File: src/rtl/trellis_bank_sched.sv
// Write/traceback bank rotation controller for the four-bank Viterbi survivor memory.
// Generates one-hot bank writes, per-bank addresses, traceback bank alignment and TBU controls.
module trellis_bank_sched #(
   parameter int AW = 10
) (
   input  logic            clk,
   input  logic            rst,
   input  logic            enable,
   input  logic            sym_valid,
   output logic [3:0]      bank_we,
   output logic [4*AW-1:0] bank_addr,
   output logic [1:0]      wr_bank,
   output logic [1:0]      tb_bank,
   output logic [1:0]      tbu_sel,
   output logic [1:0]      tbu_en,
   output logic            frame_pulse
);

   logic [AW-1:0]   wr_cnt_q, wr_cnt_d;
   logic [AW-1:0]   rd_cnt;
   logic [1:0]      wr_bank_q, wr_bank_d;
   logic [1:0]      tb_mid_q, tb_mid_d;
   logic [1:0]      tb_bank_q, tb_bank_d;
   logic [3:0]      bank_we_q, bank_we_d;
   logic [4*AW-1:0] bank_addr_q, bank_addr_d;
   logic [1:0]      tbu_en_q, tbu_en_d;
   logic            frame_pulse_q, frame_pulse_d;
   logic [4*AW-1:0] role_addr;
   logic            adv;
   logic            wrap;

   assign adv    = enable & sym_valid;
   assign wrap   = adv & (wr_cnt_q == {AW{1'b1}});
   // The read counter sweeps the frame backwards, so it is simply the complement.
   assign rd_cnt = ~wr_cnt_q;

   // Address by role relative to the bank being written: write, two traceback reads, idle.
   always_comb begin
      logic [1:0] rel;
      role_addr = '0;
      rel       = 2'd0;
      for (int i = 0; i < 4; i++) begin
         rel = 2'(i) - wr_bank_q;
         case (rel)
            2'd0:    role_addr[i*AW +: AW] = wr_cnt_q;
            2'd2:    role_addr[i*AW +: AW] = '0;
            default: role_addr[i*AW +: AW] = rd_cnt;
         endcase
      end
   end

   always_comb begin
      wr_cnt_d      = wr_cnt_q;
      wr_bank_d     = wr_bank_q;
      tb_mid_d      = tb_mid_q;
      tb_bank_d     = tb_bank_q;
      bank_we_d     = '0;
      bank_addr_d   = bank_addr_q;
      tbu_en_d      = tbu_en_q;
      frame_pulse_d = 1'b0;

      if (!enable) begin
         wr_cnt_d = '0;
         tbu_en_d = '0;
      end else begin
         // Traceback bank chain is frozen while disabled, otherwise follows wr_bank by two.
         tb_mid_d  = wr_bank_q;
         tb_bank_d = tb_mid_q;
         if (tb_bank_q == 2'd2) tbu_en_d[0] = 1'b1;
         if (tb_bank_q == 2'd3) tbu_en_d[1] = 1'b1;
         if (sym_valid) begin
            wr_cnt_d      = wr_cnt_q + 1'b1;
            bank_we_d     = 4'b0001 << wr_bank_q;
            bank_addr_d   = role_addr;
            frame_pulse_d = wrap;
            if (wrap) wr_bank_d = wr_bank_q + 2'd1;
         end
      end
   end

   always_ff @(posedge clk or negedge rst) begin
      if (!rst) begin
         wr_cnt_q      <= '0;
         wr_bank_q     <= 2'd0;
         tb_mid_q      <= 2'd0;
         tb_bank_q     <= 2'd0;
         bank_we_q     <= '0;
         bank_addr_q   <= '0;
         tbu_en_q      <= 2'b00;
         frame_pulse_q <= 1'b0;
      end else begin
         wr_cnt_q      <= wr_cnt_d;
         wr_bank_q     <= wr_bank_d;
         tb_mid_q      <= tb_mid_d;
         tb_bank_q     <= tb_bank_d;
         bank_we_q     <= bank_we_d;
         bank_addr_q   <= bank_addr_d;
         tbu_en_q      <= tbu_en_d;
         frame_pulse_q <= frame_pulse_d;
      end
   end

   assign bank_we     = bank_we_q;
   assign bank_addr   = bank_addr_q;
   assign wr_bank     = wr_bank_q;
   assign tb_bank     = tb_bank_q;
   assign tbu_sel     = {~tb_bank_q[0], tb_bank_q[0]};
   assign tbu_en      = tbu_en_q;
   assign frame_pulse = frame_pulse_q;

endmodule

File: config.mk
export PLATFORM = sky130hd
export DESIGN_NAME = trellis_bank_sched
export DESIGN_NICKNAME = d
export VERILOG_FILES = /design/src/rtl/trellis_bank_sched.sv
export SDC_FILE = /design/constraint.sdc
export NUM_CORES = 1
export LEC_CHECK = 0
export BUFFER_PORTS_ARGS = -buffer_cell sky130_fd_sc_hd__clkbuf_2
export CELL_PAD_IN_SITES_DETAIL_PLACEMENT = 1
export CELL_PAD_IN_SITES_GLOBAL_PLACEMENT = 1
export CORE_ASPECT_RATIO = 1.2
export CORE_MARGIN = 2
export CORE_UTILIZATION = 41
export CTS_CLUSTER_DIAMETER = 120
export DETAILED_ROUTE_END_ITERATION = 16
export GPL_TIMING_DRIVEN = 0
export HOLD_SLACK_MARGIN = 0.06
export PLACE_DENSITY_LB_ADDON = 0.1
export SLEW_MARGIN = 25
export SYNTH_ARGS = -nofsm -noshare
export SYNTH_HDL_FRONTEND = slang
export SYNTH_SLANG_ARGS = --single-unit
File: constraint.sdc
create_clock -name clk -period 1.9 [get_ports clk]
set_input_delay 0.19 -clock clk [delete_from_list [all_inputs] [get_ports clk]]
set_output_delay 0.19 -clock clk [all_outputs]
set_load 0.05 [all_outputs]
# After elaboration in Yosys (flattened, before gate mapping)
# Index checks and enable logic that the tools add are counted.
# word_totals
regBits	63
inputBits	4
output_inout_bits	53
wordCells	49
# classes
muxes	13
n_reduce_logical	6
eq_ne	10
add_sub_neg	6
n_shift	1
n_bitwise	4
# ops
op	n
10-bit case mux with 2 select lines	4
10-bit two-way mux	2
2-bit equality test (second input constant)	6
10-bit by 1-bit adder with 10-bit output (second input constant)	1
10-bit equality test (second input constant)	1
10-bit NOT	1
2-bit zero test	4
4-bit two-way mux	2
2-bit by 1-bit inequality test with 1-bit output (second input constant)	3
1-bit two-way mux	4
1-bit by 2-bit << shifter with 4-bit output (first input constant)	1
1-bit by 2-bit subtractor with 2-bit output (first input constant)	2
2-bit subtractor (first input constant)	2
3-bit AND reduction	1
2-bit by 1-bit adder with 2-bit output (second input constant)	1
1-bit bitwise AND	2
2-bit two-way mux	1
2-bit AND reduction	1
1-bit NOT	1

# Depth between registers and ports, before layout
# depth
depth_word	4
depth_mapped	6
depth_no_buf	5

# Worst setup path before layout
# No wires, ideal clock.
# synth_path
path_kind	flip-flop to flip-flop
start	reg wr_bank_q[0], in the netlist wr_bank[0]
end	reg bank_addr_q[20], in the netlist bank_addr[20]
setup_ps	77
path_slack_ps	161
synth_period_minus_slack_ps	1739
path_stages_with_launch	7
t_required_ps	1823
path_buffers	1
t_arrival_ps	1661
path_cell_list	dfrtp_1 -> inv_1 -> ha_1 -> clkbuf_1 -> nor3_1 -> a21oi_1 -> a21oi_1
# synth_via
elab_chain_cells	3
word_cells_on_any_way	4
cone_classes	add/sub: 1; eq/ne: 1; mux: 1; reduce/logical: 1
# synth_rtl
item	line_no	source
from (decl)	21	logic [1:0] wr_bank_q, wr_bank_d;
from (signal assigned)	93	wr_bank_q <= wr_bank_d;
2-bit subtractor *	43	rel = 2'(i) - wr_bank_q;
2-bit equality test or 2-bit zero test (tied branches)	44	case (rel)
10-bit case mux with 2 select lines *	44	
to (signal assigned)	97	bank_addr_q <= bank_addr_d;
to (decl)	25	logic [4*AW-1:0] bank_addr_q, bank_addr_d;
# Every way passes the cells marked *; elsewhere a longest branch is shown, timed or not.
# A chain may end at the register's enable or synchronous reset.

# Worst setup path after layout
# layout_path
start	reg wr_bank_q[1], in the netlist wr_bank[1]
end	reg bank_addr_q[10], in the netlist bank_addr[10]
# layout_via
elab_chain_cells	3
word_cells_on_any_way	4
cone_classes	add/sub: 1; eq/ne: 1; mux: 1; reduce/logical: 1
# layout_rtl
item	line_no
1-bit by 2-bit subtractor with 2-bit output *	43
2-bit equality test or 2-bit zero test (tied branches)	44
10-bit case mux with 2 select lines *	44
# Marked as above.

==> flow_summary_export.csv <==
group,metric,value,unit
yosys,synth_top_family_by_area,"simple AND/OR/NAND/NOR gates",
yosys,yosysWarnings,0,
yosys,synth_edf_count,0,
sta,timing_worst_slew_pin_value,0.479,ns
power_and_ir_drop,total_power,3.03,mW
yosys,synthesis.area_per_instance,9.35,sq um
global_route,grt.met3_usage,0.0338,
global_route,grt_most_used_layer,"met2",
setup_path,cpMaxStageDelayCell,"sky130_fd_sc_hd__dfrtp_1",
die,pin_count,57,
clock_network,ctsLongestPathBuffers,2,
global_route,via_count_of_the_first_global_routing_pass,2417,
setup_path,startpoint_of_the_lowest_slack_register_to_register_path,"wr_bank[1]$_DFFE_PN0P_",
yosys,flip_flop_cell_with_the_highest_count_after_synthesis,"sky130_fd_sc_hd__dfrtp_1",
yosys,yosysSeqAreaShare,0.544,
die,floorplan.die.width,80.7,um
clock_network,worst_setup_hold_path_clk_slew,0.07,ns
setup_path,setup.worst_path.end,"bank_addr[10]$_DFFE_PN0P_",
placed_design,dp.final_hpwl,5390,um
detailed_routing,dr.first_iter.drc_count,89,
flow_run,cap_violations,0,
detailed_routing,total_via_count_after_detailed_routing,2500,
global_route,grt_use_met2,0.352,
global_route,total_overflow_reported_by_the_global_router,0,
die,core-area,6850,sq um
setup_path,worst_ep_required_time,2.11,ns
setup_path,crit_path_max_incr_delay,0.47,ns
yosys,yosysUniqueCellTypes,27,
detailed_routing,remaining_drc_errors,0,
global_route,grt_pass1_wl,12400,um
sta,fin_tns_setup,0,ns
setup_path,startpoint_of_the_worst_setup_timing_path,"wr_bank[1]$_DFFE_PN0P_",
sta,max_slew_margin,0.680,
setup_path,ff2ff_path_depth,6,
layout,post_route_cells_drive_above_1_share,0.266,
power_and_ir_drop,leakagePower,1.62,nW
layout,finalInstanceArea,3510,sq um
setup_path,setup.worst_path.end_class,"register",
yosys,synthSimpleGateAreaFrac,0.167,
hold_path,timing.hold.worst.class,"in -> reg",
yosys,ys_async_sr_fraction,1.00,
power_and_ir_drop,peakVddDrop,0.384,mV
sta,rsz_0062_raised_after_global_routing,"no",
detailed_routing,dr.pass1.iters,4,
yosys,syn_area,2900,sq um
yosys,mappedNetlistNets,321,
clock_network,clock_sink_count,63,
sta,fraction_of_the_cycle_the_final_worst_path_needs,0.892,
layout,layout-area-overhead-vs-synth,21.2,%
power_and_ir_drop,pwr_density_cell,864,nW/um^2
layout,antenna_cells_inserted,0,
placed_design,gpl.final_weighted_congestion,0.802,
sta,timing.fmax,590,MHz
yosys,synth_fa_ha_area_frac,0.0302,
clock_network,htree_levels,3,
setup_path,timing.critical_path.cells,"inv_1 > ha_1 > clkbuf_1 > nor3_1 > a21oi_1 > a21oi_1",
clock_network,tritoncts,"built",
detailed_routing,viasPerCell,5.31,
layout,final_net_count,390,
layout,n_fill_cell,843,
setup_path,crit_arrival,1.91,ns
detailed_routing,total_wirelength,7750,um
sta,finalHoldViolations,0,
sta,final_hold_slack,0.139,ns
clock_network,postCtsSetupBuffers,0,
setup_path,worst-path-max-fanout,10,
setup_path,reg2reg_to,"bank_addr[10]$_DFFE_PN0P_",
sta,clock-skew-final,0.0105,ns
layout,layout.cells.most_common,"sky130_fd_sc_hd__a21oi_1",
die,rows,33,
clock_network,cts_root_buffer,"sky130_fd_sc_hd__clkbuf_8",
global_route,grt_start_max_net_pins,47,
setup_path,most_frequent_cell_on_the_critical_path,"sky130_fd_sc_hd__a21oi_1",
placed_design,port_buffers,56,
clock_network,worstSkewPairLatency,0.34,ns
layout,most_frequent_cells_in_the_layout,"sky130_fd_sc_hd__a21oi_1 (87), sky130_fd_sc_hd__dfrtp_1 (63), sky130_fd_sc_hd__clkbuf_2 (56)",
setup_path,critical_path_class,"reg -> reg",
sta,timing.final.crit_period,1.69,ns
setup_path,regToRegSetupSlack,0.21,ns
global_route,grt_antenna_before_repair,0,
detailed_routing,drtAntennaViolNets,0,
global_route,globalRouteMet1Util,0.292,
setup_path,crit_path_start_kind,"register",
placed_design,dpl-instance-area,3320,sq um
detailed_routing,detail_route.wl_per_cell,16.5,um
die,initial_core_util,0.423,
sta,setup_viol_count_final,0,
die,fp.dieH,96.1,um
sta,report.final.slew_viol_count,0,
status,outcome,"finished, final reports clean",
die,die-area,7760,sq um
yosys,netlist_instances,310,
yosys,post_synth_mux_area_share,0.0190,
yosys,synth-compound-area-share,0.162,
clock_network,numCtsBuffers,9,
yosys,synth_xor_area_frac,0.0151,
yosys,synth.ff_latch_count,63,
global_route,gr-usage-all-layers,0.217,
[flip-flops by register name, indices dropped and copies added (netlist names)]
register     flops
wr_bank          2
wr_cnt_q        10
tbu_en           2
bank_we          4
tb_mid_q         2
bank_addr       40
frame_pulse      1
tb_bank          2
[worst max-delay path, delay by kind of cell (launching register included)]
kind	cells	cell delay [ns]
buffers and inverters	2	0.49
AOI/OAI and AO/OA	2	0.29
DFF	1	0.47
adders and majority gates	1	0.20
and+or+nand+nor	1	0.11
[layer usage]
metal	share of wire	up-vias	wire length, um
met5	0	-	0
met3	0.048	15	374
met1	0.45	1225	3520
met2	0.48	55	3710
met4	0.019	0	149
li1	-	1205	-
[power by group]
group / internal (mW) / total (mW) / leakage [nW] / switching, mW
sequential: 1.41 / 1.45 / 0.725 / 0.0382
combinational: 0.114 / 0.516 / 0.810 / 0.401
clock: 0.539 / 1.07 / 0.0873 / 0.532
[final cells by class]
| type | count | area [sq um] | area share |
|---|---|---|---|
| plain buffers | 33 | 168 | 0.0477 |
| multi-input cells | 210 | 1140 | 0.325 |
| clock inverters | 5 | 32.5 | 0.00926 |
| clock buffers | 11 | 151 | 0.0431 |
| inverters | 4 | 15.0 | 0.00428 |
| flip-flops and latches | 63 | 1580 | 0.449 |
| repair buffers | 58 | 320 | 0.0912 |
| well taps | 87 | 109 | 0.0310 |
[worst min path at each step]
| stage | cells after the start | start | slack [ns] | to |
|---|---|---|---|---|
| 2_1_floorplan | 0 | rst | -0.11 | bank_addr[0]$_DFFE_PN0P_ |
| 3_3_place_gp | 2 | tb_mid_q[0]$_DFFE_PN0P_ | 0.47 | tb_bank[0]$_DFFE_PN0P_ |
| 3_5_place_dp | 1 | rst | 0.12 | bank_addr[4]$_DFFE_PN0P_ |
| 4_1_cts | 3 | enable | 0.13 | frame_pulse$_DFF_PN0_ |
| 5_1_grt | 3 | enable | 0.17 | frame_pulse$_DFF_PN0_ |
| 6_report | 3 | enable | 0.14 | frame_pulse$_DFF_PN0_ |
[what timing repair did]
| action | in CTS | in global routing |
|---|---|---|
| endpoints found under the setup margin | 0 | 1 |
| endpoints found under the hold margin | 17 | 0 |
| hold buffers | 1 | 0 |
| gates resized for setup | 0 | 2 |
[kinds of logic (layout without fill, tap and decap cells)]
group,count (synthesis),after routing
adder cells (fa/ha/maj),7,7
AO/OA/AOI/OAI,93,93
buffers and inverters,37,111
XOR/XNOR,5,5
flip-flops,63,63
AND/OR/NAND/NOR,100,100
multiplexers,5,5
[synthesized netlist by cell type (4+ instances only)]
cell | n | share of area
sky130_fd_sc_hd__a21oi_1 | 87 | 0.15
sky130_fd_sc_hd__and3_1 | 4 | 0.0086
sky130_fd_sc_hd__buf_2 | 16 | 0.028
sky130_fd_sc_hd__buf_4 | 4 | 0.010
sky130_fd_sc_hd__clkbuf_1 | 12 | 0.016
sky130_fd_sc_hd__dfrtp_1 | 63 | 0.54
sky130_fd_sc_hd__ha_1 | 7 | 0.030
sky130_fd_sc_hd__inv_1 | 4 | 0.0052
sky130_fd_sc_hd__nor2_1 | 47 | 0.061
sky130_fd_sc_hd__nor3_1 | 30 | 0.052
sky130_fd_sc_hd__o21ai_0 | 4 | 0.0069
[per-stage QoR]
step,std cells,util,setup WS [ns]
2_1_floorplan,310,-,0.161
3_3_place_gp,453,0.480,0.267
6_report,471,0.512,0.205
4_1_cts,471,0.512,0.219
5_1_grt,471,0.512,0.0480
3_5_place_dp,454,0.484,0.226
No activity file was read; power rests on OpenSTA's default activity.
